$ cat config.mk
export PLATFORM = sky130hd
export DESIGN_NAME = cpu_bus_arbiter
export DESIGN_NICKNAME = d
export VERILOG_FILES = /design/src/rtl/cpu_bus_arbiter.sv
export SDC_FILE = /design/constraint.sdc
export NUM_CORES = 1
export LEC_CHECK = 0
export ABC_AREA = 1
export BUFFER_PORTS_ARGS = -buffer_cell sky130_fd_sc_hd__buf_2
export CORE_ASPECT_RATIO = 0.6
export CORE_MARGIN = 2
export CORE_UTILIZATION = 38
export DETAILED_ROUTE_END_ITERATION = 8
export PLACE_DENSITY = 0.68
export SLEW_MARGIN = 20
export SYNTH_ARGS = -nofsm -noshare
export SYNTH_HDL_FRONTEND = slang
export SYNTH_SLANG_ARGS = --single-unit
$ cat constraint.sdc
create_clock -name i_clock -period 9.9 [get_ports i_clock]
set_input_delay 0.495 -clock i_clock [delete_from_list [all_inputs] [get_ports i_clock]]
set_output_delay 0.495 -clock i_clock [all_outputs]
set_load 0.02 [all_outputs]
$ cat src/rtl/cpu_bus_arbiter.sv
// Arbitrates the single memory bus between the fetch port and the data port.
// Round-robin or data-priority grant, with a watchdog that aborts stuck cycles.
module cpu_bus_arbiter #(
  parameter bit          PRIORITY_DATA = 1'b0,
  parameter int unsigned TIMEOUT       = 1024
) (
  input  logic        i_clock,
  input  logic        i_reset,
  input  logic        i_fetch_request,
  output logic        o_fetch_ready,
  input  logic [31:0] i_fetch_address,
  output logic [31:0] o_fetch_rdata,
  input  logic        i_data_request,
  input  logic        i_data_rw,
  output logic        o_data_ready,
  input  logic [31:0] i_data_address,
  input  logic [31:0] i_data_wdata,
  output logic [31:0] o_data_rdata,
  output logic        o_bus_request,
  output logic        o_bus_rw,
  input  logic        i_bus_ready,
  output logic [31:0] o_bus_address,
  output logic [31:0] o_bus_wdata,
  input  logic [31:0] i_bus_rdata,
  output logic        o_error
);

  typedef enum logic [1:0] {
    IDLE,
    FETCH,
    DATA,
    DONE
  } state_t;

  localparam logic [31:0] WD_LAST = 32'(TIMEOUT) - 32'd1;

  state_t      state;
  logic        last_data;
  logic [31:0] wdog;
  logic        grant_any;
  logic        grant_data;
  logic        wd_hit;
  logic        finish;

  // Data wins a conflict when prioritised or when fetch had the last grant.
  always_comb begin
    grant_any  = i_fetch_request | i_data_request;
    grant_data = i_data_request &
                 (~i_fetch_request | PRIORITY_DATA | ~last_data);
    wd_hit     = (TIMEOUT != 0) && (wdog == WD_LAST);
    finish     = i_bus_ready | wd_hit;
  end

  always_ff @(posedge i_clock or posedge i_reset) begin
    if (i_reset) begin
      state         <= IDLE;
      last_data     <= 1'b1;
      wdog          <= '0;
      o_fetch_ready <= 1'b0;
      o_fetch_rdata <= '0;
      o_data_ready  <= 1'b0;
      o_data_rdata  <= '0;
      o_bus_request <= 1'b0;
      o_bus_rw      <= 1'b0;
      o_bus_address <= '0;
      o_bus_wdata   <= '0;
      o_error       <= 1'b0;
    end else begin
      o_fetch_ready <= 1'b0;
      o_data_ready  <= 1'b0;
      o_error       <= 1'b0;
      unique case (state)
        IDLE: begin
          if (grant_any) begin
            o_bus_request <= 1'b1;
            last_data     <= grant_data;
            wdog          <= '0;
            state         <= grant_data ? DATA : FETCH;
            o_bus_address <= grant_data ? i_data_address
                                        : i_fetch_address;
            o_bus_rw      <= grant_data & i_data_rw;
            o_bus_wdata   <= grant_data ? i_data_wdata : '0;
          end
        end
        FETCH, DATA: begin
          if (finish) begin
            o_bus_request <= 1'b0;
            o_error       <= ~i_bus_ready;
            state         <= DONE;
            if (state == FETCH) begin
              o_fetch_ready <= 1'b1;
              o_fetch_rdata <= i_bus_ready ? i_bus_rdata : '0;
            end else begin
              o_data_ready <= 1'b1;
              // Writes leave the read-data register alone.
              if (!i_bus_ready)
                o_data_rdata <= '0;
              else if (!o_bus_rw)
                o_data_rdata <= i_bus_rdata;
            end
          end else begin
            wdog <= wdog + 32'd1;
          end
        end
        DONE:    state <= IDLE;
        default: state <= IDLE;
      endcase
    end
  end

endmodule

==> flow_summary.ini <==
[outcome]
status = completed

[finish]
utilization_pct = 48.1
layout.cells.non_filler = 1532
drive_gt1_share_pct = 25.4
fillCellCount = 2090
nNetsFinal = 1376
final_area_sq_um = 10000
syn2layout_area_growth_pct = 24.8

[sta]
fin_tns_setup_ns = 0
fin_crit_ns = 2.93
rsz0062_at_grt = false
finalSetupViolCount = 0
finalHoldViolCount = 0
max_freq_mhz = 341
setup_ws_ns = 6.97
report.final.slew_viol_count = 0
fin_skew_ns = 0.00803
tightestPinTransition_ns = 1.11
whs_ns = 0.242
slew_headroom_pct = 25.9
min_period_over_period_pct = 29.6

[yosys]
synth-simple-area-share_pct = 29.3
synth-xor-area-share_pct = 1.20
yosys_warnings = 0
synth_fp_nets = 1144
synth.cell_area_sq_um = 8050
synth_edf_count = 0
syn_avg_cell_area_sq_um = 7.99
synth-adder-area-share_pct = 0.466
synth_top_family_by_area = simple AND/OR/NAND/NOR gates
synth-async-reset-ratio_pct = 100
yosys-top-cells-area = dfrtp_1 52%, nand2_1 16%, nand3_1 6.0%
ys_types = 34
synth.cells.most_frequent = 345 x nand2_1, 167 x dfrtp_1, 97 x nand3_1, 92 x nor2_1, 81 x o21ai_0
synth_cells = 1007
synth_ff_type = dfrtp_1
synth_top_area_cell = dfrtp_1
synth_seq_cells = 168
yosysSeqAreaShare_pct = 52.2
synth_top_area_share_pct = 51.9
synthMuxAreaShare_pct = 0
synth-compound-area-share_pct = 11.2
yosys.cell_count.top_type = nand2_1

[cts]
cts_resized = 0
cts_max_path_buffers = 2
cts_tree = built
cts.clk_slew.worst_paths_ns = 0.06
htree_levels = 4
clkLatencyLatePin_ns = 0.43
cts_sinks = 168
clockRootBuffer = clkbuf_16
cts_buffers = 17
hold_buffers = 0
cts_setup_buffers = 0

[placement]
place_inst = 1499
dp_hpwl_um = 16800
pre_cts_ws_ns = 6.99
placed_area_sq_um = 9490
io_buffers = 266
place_congestion = 0.903

[die]
die_w_um = 192
fp.dieArea_sq_um = 22400
io_pins = 267
rows = 41
die_y_um = 117
start_util_pct = 38.6
coreArea_sq_um = 20900

[critical_path]
slowest_delay_ns = 0.55
crit_fanout = 61
critPathCaptureType = flip-flop
critPathSlowestCell = inv_1
path_cells = inv_1 -> ha_1 -> buf_4 -> inv_1 -> nor3_1 -> inv_1 -> nand2_4 -> o21ai_0
path_delay_family = buffers and inverters
worstSetupStartpointType = flip-flop
critical_path_buf_inv_count = 4
cp.required_ns = 10.18
path_class = flip-flop to flip-flop
crit_start = state[1]$_DFFE_PP0P_
crit_top_cell = inv_1
cp.arrival_ns = 3.21
regToRegStartpoint = state[1]$_DFFE_PP0P_

[global_route]
antenna_found_initial = 4
grt_usage_pct = 21.3
grt_pass1_wl_um = 37000
grt_overflow = 0
first_global_vias = 6926
grt_max_degree = 93

[power_and_ir_drop]
swShare_pct = 44.5
p_sw_mw = 1.32
p_comb_share_pct = 43.1
pwr-share-seq_pct = 35.3
ir_drop_mv = 0.215
p_leak_nw = 5.16
clock_power_share_pct = 21.5
pwr_density_cell_nw_per_um2 = 295
intPower_mw = 1.65
p_total_mw = 2.97

[drt]
drt-initial-drc-count = 540
ant_nets = 0
vias_per_cell = 4.99
vias = 7651
drt-total-wl_um = 23600
first_pass_iters = 7
wire_per_inst_um = 15.4
drc = 0

[flow_run]
drv_cap = 0

[hold_path]
hold_path_class = input pin to asynchronous set/reset pin
-- metal layers --
layer	track usage (%)	part of all wire [%]
met2	32.1	45
met4	4.77	0.70
met1	30.3	46
met3	6.49	8.2
met5	0	0.11
-- worst reg2reg max path, stage by stage (launching register included) --
cell	delay, ns
dfrtp_1	0.36
inv_1	0.09
ha_1	0.15
buf_4	0.37
inv_1	0.56
nor3_1	0.42
inv_1	0.18
nand2_4	0.48
o21ai_0	0.18
-- cell families (layout without fill, tap and decap cells) --
group | Yosys count | count (layout)
AO/OA/AOI/OAI | 171 | 171
flip-flops | 168 | 168
XOR/XNOR | 11 | 11
buffers and inverters | 96 | 340
adder cells (fa/ha/maj) | 3 | 3
AND/OR/NAND/NOR | 558 | 558
other | 0 | 2
-- worst paths after layout --
kind / slack (ns) / cells after the start / endpoint
setup / recovery: 6.97 / 8 / wdog[11]$_DFFE_PP0P_
hold / removal: 0.24 / 2 / o_data_rdata[29]$_DFFE_PP0P_
setup reg to reg: 6.97 / 8 / wdog[11]$_DFFE_PP0P_
hold reg to reg: 0.48 / 2 / o_bus_request$_DFFE_PP0P_
max in group asynchronous: 8.14 / 3 / o_bus_address[17]$_DFFE_PP0P_
min in group i_clock: 0.29 / 3 / o_bus_wdata[7]$_DFFE_PP0P_
-- final cells by class --
cell class	count	area, sq um	area share [%]
sequential	168	4210	41.9
multi-input combinational	743	3410	34.0
timing repair buffer	272	1380	13.7
clock buffer	24	482	4.80
tap	279	349	3.48
inverter	37	144	1.43
clock inverter	7	68.8	0.685
antenna	2	5.00	0.0498
-- sequential cells by signal, summed over array words and instances, names as in the netlist, 2 cells and up --
name           cells
o_data_rdata      32
wdog              32
state              2
o_fetch_rdata     32
o_bus_wdata       32
o_bus_address     32
-- power by group through the flow --
| stage | logic, mW | clock network, mW | registers [mW] |
|---|---|---|---|
| after floorplan | 0.621 | 0 | 1.32 |
| final | 1.28 | 0.639 | 1.05 |
| after global placement | 1.27 | 0 | 1.05 |
| after CTS | 1.30 | 0.651 | 1.05 |
| after global routing | 1.41 | 0.681 | 1.08 |
| after detailed placement | 1.30 | 0 | 1.05 |
-- cell usage in the layout, fill, tap and decap left out, drive strengths merged, types with 3 or more instances in the layout --
cell and count:
nand2 352, buf 272, dfrtp 167, o21ai 133, nand3 98, nor2 97, inv 38, a31oi 32
clkbuf 24, xor2 7, nor3 4, xnor2 4, a21oi 3, ha 3, clkinv 3
Power figures use the tool's default switching activity.
